File: src/rtl/num_conv_pkg.sv
// Shared mode encoding for the numeric width converter.
package num_conv_pkg;

    localparam int unsigned ModeW = 2;

    typedef enum logic [ModeW-1:0] {
        ModeWrap = 2'b00,
        ModeSat  = 2'b01,
        ModeZext = 2'b10,
        ModeRsvd = 2'b11
    } conv_mode_e;

endpackage

File: src/rtl/num_conv_fifo2.sv
// Two-entry valid/ready buffer; in_ready_o depends only on registered occupancy.
module num_conv_fifo2 #(
    parameter int unsigned Width = 9
) (
    input  logic             clk_i,
    input  logic             rst_i,
    input  logic             in_valid_i,
    output logic             in_ready_o,
    input  logic [Width-1:0] in_data_i,
    output logic             out_valid_o,
    input  logic             out_ready_i,
    output logic [Width-1:0] out_data_o
);

    logic [Width-1:0] mem_q [2];
    logic             wr_ptr_q;
    logic             rd_ptr_q;
    logic [1:0]       count_q;
    logic             push;
    logic             pop;

    assign in_ready_o  = (count_q != 2'd2);
    assign out_valid_o = (count_q != 2'd0);
    assign push        = in_valid_i & in_ready_o;
    assign pop         = out_valid_o & out_ready_i;
    assign out_data_o  = mem_q[rd_ptr_q];

    always_ff @(posedge clk_i) begin
        if (rst_i) begin
            // Clearing storage makes the idle output read as zero after reset.
            mem_q[0] <= '0;
            mem_q[1] <= '0;
            wr_ptr_q <= 1'b0;
            rd_ptr_q <= 1'b0;
            count_q  <= 2'd0;
        end else begin
            if (push) begin
                mem_q[wr_ptr_q] <= in_data_i;
                wr_ptr_q        <= ~wr_ptr_q;
            end
            if (pop) begin
                rd_ptr_q <= ~rd_ptr_q;
            end
            count_q <= count_q + 2'(push) - 2'(pop);
        end
    end

endmodule

File: src/rtl/num_width_converter.sv
// Converts samples between widths (wrap / saturate / zero-extend) into a 2-entry
// output buffer, and counts accepted samples that were clamped.
module num_width_converter
    import num_conv_pkg::*;
#(
    parameter int unsigned IN_W  = 16,
    parameter int unsigned OUT_W = 8,
    parameter int unsigned CNT_W = 16
) (
    input  logic             clk_i,
    input  logic             rst_i,
    input  logic             in_valid_i,
    output logic             in_ready_o,
    input  logic [IN_W-1:0]  in_data_i,
    input  logic             in_signed_i,
    input  logic [ModeW-1:0] mode_i,
    output logic             out_valid_o,
    input  logic             out_ready_i,
    output logic [OUT_W-1:0] out_data_o,
    output logic             out_sat_o,
    input  logic             clear_cnt_i,
    output logic [CNT_W-1:0] sat_count_o
);

    // 66 signed bits hold any 64-bit signed or unsigned value plus the clamp limits.
    localparam int unsigned XW = 66;
    localparam logic signed [XW-1:0] One  = 66'sd1;
    localparam logic signed [XW-1:0] SMax = (One <<< (OUT_W - 1)) - One;
    localparam logic signed [XW-1:0] SMin = -(One <<< (OUT_W - 1));
    localparam logic signed [XW-1:0] UMax = (One <<< OUT_W) - One;

    conv_mode_e             mode;
    logic                   sext;
    logic signed [XW-1:0]   ext;
    logic signed [XW-1:0]   hi;
    logic signed [XW-1:0]   lo;
    logic [OUT_W-1:0]       conv_data;
    logic                   conv_sat;
    logic                   sat_push;
    logic [CNT_W-1:0]       cnt_q;

    always_comb begin
        mode      = conv_mode_e'(mode_i);
        sext      = in_signed_i && (mode != ModeZext);
        ext       = {{(XW - IN_W){sext & in_data_i[IN_W-1]}}, in_data_i};
        hi        = in_signed_i ? SMax : UMax;
        lo        = in_signed_i ? SMin : '0;
        conv_data = ext[OUT_W-1:0];
        conv_sat  = 1'b0;
        if (mode == ModeSat) begin
            if (ext > hi) begin
                conv_data = hi[OUT_W-1:0];
                conv_sat  = 1'b1;
            end else if (ext < lo) begin
                conv_data = lo[OUT_W-1:0];
                conv_sat  = 1'b1;
            end
        end
    end

    assign sat_push = in_valid_i & in_ready_o & conv_sat;

    always_ff @(posedge clk_i) begin
        if (rst_i) begin
            cnt_q <= '0;
        end else if (clear_cnt_i) begin
            cnt_q <= sat_push ? CNT_W'(1) : '0;
        end else if (sat_push && (cnt_q != '1)) begin
            cnt_q <= cnt_q + CNT_W'(1);
        end
    end

    assign sat_count_o = cnt_q;

    num_conv_fifo2 #(
        .Width(OUT_W + 1)
    ) u_fifo (
        .clk_i      (clk_i),
        .rst_i      (rst_i),
        .in_valid_i (in_valid_i),
        .in_ready_o (in_ready_o),
        .in_data_i  ({conv_sat, conv_data}),
        .out_valid_o(out_valid_o),
        .out_ready_i(out_ready_i),
        .out_data_o ({out_sat_o, out_data_o})
    );

endmodule

File: config.mk
export PLATFORM = sky130hd
export DESIGN_NAME = num_width_converter
export DESIGN_NICKNAME = d
export VERILOG_FILES = /design/src/rtl/num_conv_pkg.sv /design/src/rtl/num_conv_fifo2.sv /design/src/rtl/num_width_converter.sv
export SDC_FILE = /design/constraint.sdc
export NUM_CORES = 1
export LEC_CHECK = 0
export BUFFER_PORTS_ARGS = -buffer_cell sky130_fd_sc_hd__buf_2
export CORE_MARGIN = 3
export CORE_UTILIZATION = 48
export DETAILED_ROUTE_END_ITERATION = 6
export GPL_ROUTABILITY_DRIVEN = 1
export HOLD_SLACK_MARGIN = 0.03
export PLACE_DENSITY = 0.82
export SYNTH_ARGS = -nofsm -noshare
export SYNTH_HDL_FRONTEND = slang
export SYNTH_SLANG_ARGS = --single-unit
File: constraint.sdc
create_clock -name clk_i -period 2.63 [get_ports clk_i]
set_input_delay 0.526 -clock clk_i [delete_from_list [all_inputs] [get_ports clk_i]]
set_output_delay 0.526 -clock clk_i [all_outputs]
set_load 0.1 [all_outputs]
== Word-level counts from Yosys, hierarchy flattened ==
Memories as Yosys holds them, arrays and structs flattened. A register that Yosys moved wholly into a read port is not among the register bits.
Index checks and enable logic that the tools add are counted.

* Add/subtract/negate cells: 3
* Magnitude comparators: 2
* Equality and inequality tests: 4
* Muxes and demuxes: 21
* Bitwise operators: 6
* Reductions and logical operators: 5

{| class="wikitable"
|+ Operators by type and width
! cell !! count
|-
| 17-bit by 66-bit less-than comparator with 1-bit output || 1
|-
| 66-bit 2-to-1 mux || 1
|-
| 16-bit 2-to-1 mux || 2
|-
| 8-bit 2-to-1 mux || 4
|-
| 17-bit by 9-bit greater-than comparator with 1-bit output || 1
|-
| 16-bit by 1-bit adder with 16-bit output, second input constant || 1
|-
| 16-bit inequality test, second input constant || 1
|-
| 1-bit 2-to-1 mux || 13
|-
| 9-bit 2-to-1 mux || 1
|-
| 9-bit OR reduction || 1
|-
| 1-bit bitwise AND || 4
|-
| 2-bit inequality test, second input constant || 2
|-
| 2-bit nonzero test || 2
|-
| 2-bit by 1-bit adder with 2-bit output || 1
|-
| 2-bit by 1-bit equality test with 1-bit output, second input constant || 1
|-
| 1-bit logical AND || 2
|-
| 1-bit inverter || 2
|-
| 2-bit by 1-bit subtractor with 2-bit output || 1
|}

* Bits in registers: 20
* Memory bits (writable): 18
* Memories kept: 1

{| class="wikitable"
|+ Memories
! memory !! words !! bits a word !! read ports !! clocked after Yosys merged registers in !! wr ports !! line !! RTL
|-
| u_fifo.mem_q || 2 || 9 || 1 || 1 || 2 || num_conv_fifo2.sv:15 || <nowiki>logic [Width-1:0] mem_q [2];</nowiki>
|}

== Longest topological paths before layout ==
* Depth in word-level cells: 11
* Mapped depth: 12

== Cells and area by module ==
From an unflattened synthesis, not the netlist that was laid out.

* Cells, all modules: 247
* Area total of the unflattened synthesis: 2386.0 um^2

{| class="wikitable"
|+ By module, submodules not included
! module !! times used !! cells each !! area an instance (um^2) !! seq. area each (um^2)
|-
| num_width_converter || 1 || 164 || 1337.5 || 320.3
|-
| num_conv_fifo2 || 1 || 83 || 1048.5 || 640.6
|}

== Worst setup path after synthesis ==
Ideal clock, no wire load.

* Kind: register to register
* From: register cnt_q[0], in the netlist sat_count_o[0]
* To: register cnt_q[8], in the netlist sat_count_o[8]
* Library setup time: 70 ps
* Arrival time: 2579 ps
* Slack: -20 ps
* Cell stages (with the launch flop): 10
* Buffers on the path: 2
* Clock period less this slack: 2650 ps
* Cell sequence: dfxtp_1 > ha_1 > and4_1 > and3_1 > buf_6 > a311oi_4 > buf_6 > nand4_1 > or3_1 > a21oi_1

* Longest elaborated chain between the ends: 3

{| class="wikitable"
|+ RTL lines
! element !! line !! RTL
|-
| from (decl) || num_width_converter.sv:40 || <nowiki>logic [CNT_W-1:0] cnt_q;</nowiki>
|-
| from (signal assigned) || num_width_converter.sv:67 || <nowiki>cnt_q <= sat_push ? CNT_W'(1) : '0;</nowiki>
|-
| from (signal assigned) || num_width_converter.sv:69 || <nowiki>cnt_q <= cnt_q + CNT_W'(1);</nowiki>
|-
| 16-bit by 1-bit adder with 16-bit output or 16-bit inequality test (tied branches) || num_width_converter.sv:69, num_width_converter.sv:68 ||
|-
| 16-bit 2-to-1 mux or 1-bit logical AND (tied branches) || num_width_converter.sv:68 || <nowiki>end else if (sat_push && (cnt_q != '1)) begin</nowiki>
|-
| 16-bit 2-to-1 mux or 2-bit nonzero test (tied branches) || - ||
|}

Several ways; a longest one is shown, not always the timed one. The select of a mux whose other input is x is not followed.
A chain may end at the register's enable or synchronous reset.

== Final worst setup path ==
* From: input port in_signed_i
* To: register cnt_q[13], in the netlist sat_count_o[13]

* Longest elaborated chain between the ends: 9

{| class="wikitable"
|+ RTL lines
! element !! line !! RTL
|-
| from (decl) || num_width_converter.sv:15 || <nowiki>input logic in_signed_i,</nowiki>
|-
| 1-bit logical AND || num_width_converter.sv:44 || <nowiki>sext = in_signed_i && (mode != ModeZext);</nowiki>
|-
| 1-bit bitwise AND || num_width_converter.sv:45 || <nowiki>ext = {{(XW - IN_W){sext & in_data_i[IN_W-1]}}, in_data_i};</nowiki>
|-
| 17-bit by 66-bit less-than comparator with 1-bit output || num_width_converter.sv:54 || <nowiki>end else if (ext < lo) begin</nowiki>
|-
| 1-bit 2-to-1 mux || num_width_converter.sv:54 ||
|-
| 1-bit 2-to-1 mux (*) || num_width_converter.sv:51 || <nowiki>if (ext > hi) begin</nowiki>
|-
| 1-bit 2-to-1 mux (*) || num_width_converter.sv:50 || <nowiki>if (mode == ModeSat) begin</nowiki>
|-
| 1-bit bitwise AND (*) || num_width_converter.sv:61 || <nowiki>assign sat_push = in_valid_i & in_ready_o & conv_sat;</nowiki>
|-
| 1-bit logical AND (*) || num_width_converter.sv:68 ||
|-
| 2-bit nonzero test (no line) (*) || - ||
|}

Every way passes the cells marked *; elsewhere a longest branch is shown, timed or not.

==> key figures <==
Clocking
  • Post-CTS Setup Repair Bufs: 0
  • Total CTS buffers: 5
  • Hold_buf cts: 0
  • Worst-path clk slew: approximately 80 ps
  • CTS tree: built
  • Root Driver: clkbuf_8
  • Clock Latency Late Sink: 300 ps
  • H-tree levels: 2
  • Post_cts resized: 0
  • Clock Sinks: 39
  • Max clock buf depth: 2

Pwr
  • Total power draw: roughly 2100 uW
  • PD cells: 796 nW/um^2
  • VDD IR-drop max: 0.000342 V
  • Gate power share: 0.402
  • Sequential share of power: 0.359
  • Switching pwr: 918 uW
  • Clk pwr share: 0.240
  • P_leak: 0.00115 uW
  • Internal power: 1200 uW
  • Switching Fraction: 0.434

Placement
  • Gp weighted congestion: 0.836
  • Post-DP HPWL: 3710 um
  • IO buf count: 50

Setup path
  • Buffers & Inverters on Critical Path: 3
  • Crit-path leading delay family: simple AND/OR/NAND/NOR gates
  • Worst setup SP type: primary input
  • Crit path max fanout: 10
  • Reg-to-reg slack, setup: 310 ps
  • Critical Path AT: 2610 ps
  • Reg2reg path depth: 7
  • Setup CP Type: primary input to flip-flop
  • Crit-path max cell delay: approximately 470 ps
  • Crit-path slowest cell: or4_1
  • Worst EP required: 2870 ps
  • Worst setup EP type: flip-flop
  • Critical-path cell list: buf_2, inv_1, ha_1, nor2b_1, o2111ai_1, a211o_1, a22oi_2, buf_4, or4_1, nand2_1
  • Launching point of the worst reg2reg path: sat_count_o[0]
  • Reg-to-Reg End: sat_count_o[12]

Detailed routing
  • Antenna Nets Post-Route: 0
  • Drt wl/cell: 14.2 um
  • Starting DRC count in detailed routing: 80
  • # DRC: 0
  • Vias per cell: ~5.7
  • Vias: between 1,500 and 2,000
  • Routed WL: 4870 um
  • Initial DRT Pass Iterations: 4

Final layout
  • Commonest non-fill, non-tap cell in the layout: buf_2
  • Most frequent cells in the layout: buf_2 (50), nor2_1 (24), a21oi_1 (21)
  • Post-layout util: 0.602
  • Layout cells sized above 1: 0.279
  • Area grow syn2layout: 19.3%
  • # diodes: 0
  • Fin nets: 327
  • Register area: 962 sq um
  • Multi-input gate area: 1180 sq um
  • Layout fillers: 400

Synthesis
  • Synthesized flop and latch total: 39
  • Cells after Synth: 234
  • Synth Net Count: ~270
  • Synthesized area per cell: between 9 and 10 sq um
  • Unique masters post-synth: 40
  • Seq/Total Area, Yosys: 0.431
  • Cell Area, Synth: around 2200 sq um
  • Synth Warn #: 0

Timing
  • Setup violators final: 0
  • Setup TNS: 0 ps
  • Slew HR: 0.651
  • Worst-Margin Slew: 524 ps
  • Max Freq: 0.421 GHz
  • Final Cycle Share: 0.903
  • Worst Skew: 6.64 ps
  • Final min period: 2370 ps
  • Final Max Tran Viols: 0
  • RSZ-0062 raised after global routing: no
  • Final hold vios: 0

GRT
  • Gr usage total: 0.186
  • First-pass GRT wire length: 7960 um
  • Initial antenna violation count: 0
  • GR Overflow Total: 0
  • Vias in the first global route: 1,884
  • Largest net degree at the start of global routing: 14

Floorplan
  • Die area: 5500 sq um
  • Die height: 74.1 um
  • Core region area: 4410 sq um
  • Starting density of the core: 0.505
  • Die X-Extent: 74.1 um
  • Row count: 24
  • # IOs: 51

Flow run
  • Max_cap viols: 0

Worst hold path
  • Worst hold path startpoint: sat_count_o[5]
  • Hold crit path type: flip-flop to flip-flop
  • Hold Path Cell Cnt: 2
  • Hold Path End: sat_count_o[5]

Run status
  • Outcome: finished, final reports clean
registers in the layout, indices dropped and copies added (netlist names), named ones only:
name,flops
u_fifo.count_q,2
u_fifo.wr_ptr_q,1
u_fifo.mem_q,18
sat_count_o,16
u_fifo.rd_ptr_q,1
cell families (layout without fill, tap and decap cells):
logic type                 Yosys count  count (layout)  synth area share
adders and majority gates           14              14            0.0786
buffers and inverters               18              74            0.0404
AOI/OAI and AO/OA                   56              56             0.164
and+or+nand+nor                     94              94             0.225
DFF                                 39              39             0.431
xor gates and xnor gates             4               4            0.0157
muxes                                9               9            0.0455
Yosys cell counts:
library cell  count  area share
or4_1             5       0.017
or3_1             9       0.025
nand3_2           1      0.0045
nor3b_1           1      0.0034
a211o_1           1      0.0039
a22oi_2           1      0.0056
a21oi_1          21       0.047
inv_1             8       0.013
nor2_1           24       0.040
o31ai_1           4       0.013
o211ai_1          5       0.017
o2111ai_1         1      0.0039
and2_1            4       0.011
and4_1            2      0.0079
xnor2_1           2      0.0079
mux2_2            9       0.045
nand4_1           8       0.022
nand2b_1          3      0.0084
xor2_1            2      0.0079
ha_1             14       0.079
buf_6             3       0.015
o21bai_1          1      0.0034
nor4_1            2      0.0056
nand4b_1          1      0.0039
a311oi_4          1       0.012
or2_2             2      0.0056
nor2b_1           2      0.0056
clkbuf_1          7       0.012
a31oi_1           1      0.0028
o21ai_0          12       0.027
nor3_1            3      0.0067
and3_1            6       0.017
edfxtp_1         18        0.24
a21o_1            3       0.010
nand2_1          13       0.022
nand3_1           8       0.018
o32ai_1           1      0.0039
o21a_1            3       0.010
a22o_1            1      0.0039
dfxtp_1          21        0.19
power by group through the flow:
stage | registers, uW | logic (uW) | clock network [uW]
global placement | 770 | 837 | 0
global route | 771 | 901 | 533
detailed placement | 776 | 854 | 0
floorplan | 755 | 733 | 0
CTS | 761 | 857 | 513
finish | 759 | 850 | 507
per-layer routing:
metal  up-vias  share of wire  wire length [um]  track usage
li1        984              -                 -            -
met1       906           0.41              2020        0.201
met2        66           0.51              2470        0.344
met3         8          0.063               309       0.0486
met4         0          0.014                70       0.0724
met5         -              0                 0            0
worst max-delay path by stage:
stage / cells past startpoint / slack [ps] / endpoint / startpoint
floorplan: 9 / 10 / sat_count_o[8] / sat_count_o[1]
global placement: 10 / 50 / sat_count_o[13] / in_signed_i
detailed placement: 10 / -20 / sat_count_o[13] / in_signed_i
CTS: 10 / 280 / sat_count_o[13] / in_signed_i
global route: 13 / 30 / u_fifo.mem_q[0][3] / in_data_i[15]
finish: 10 / 260 / sat_count_o[13] / in_signed_i
metrics by stage:
step                      std cells  setup WS, ps  hold WS [ps]  cell area (sq um)
final                           342           256           504               2660
after floorplan                 234          12.3           481               2230
after detailed placement        334         -19.1           497               2540
after global routing            342          32.4           526               2660
after CTS                       342           277           508               2660
after global placement          334          46.2           485               2540
worst min-delay path, stage by stage, from the launching register on:
cell and delay (ps):
dfxtp_1 340, o31ai_1 70, a21oi_1 60
final cells by class:
class,instances,area share
clock inverter,3,0.0165
timing repair buffer,58,0.117
tap,52,0.0245
clock buffer,5,0.0259
sequential,39,0.362
inverter,8,0.0113
multi-input combinational,177,0.443
(Power assumes the default switching activity.)
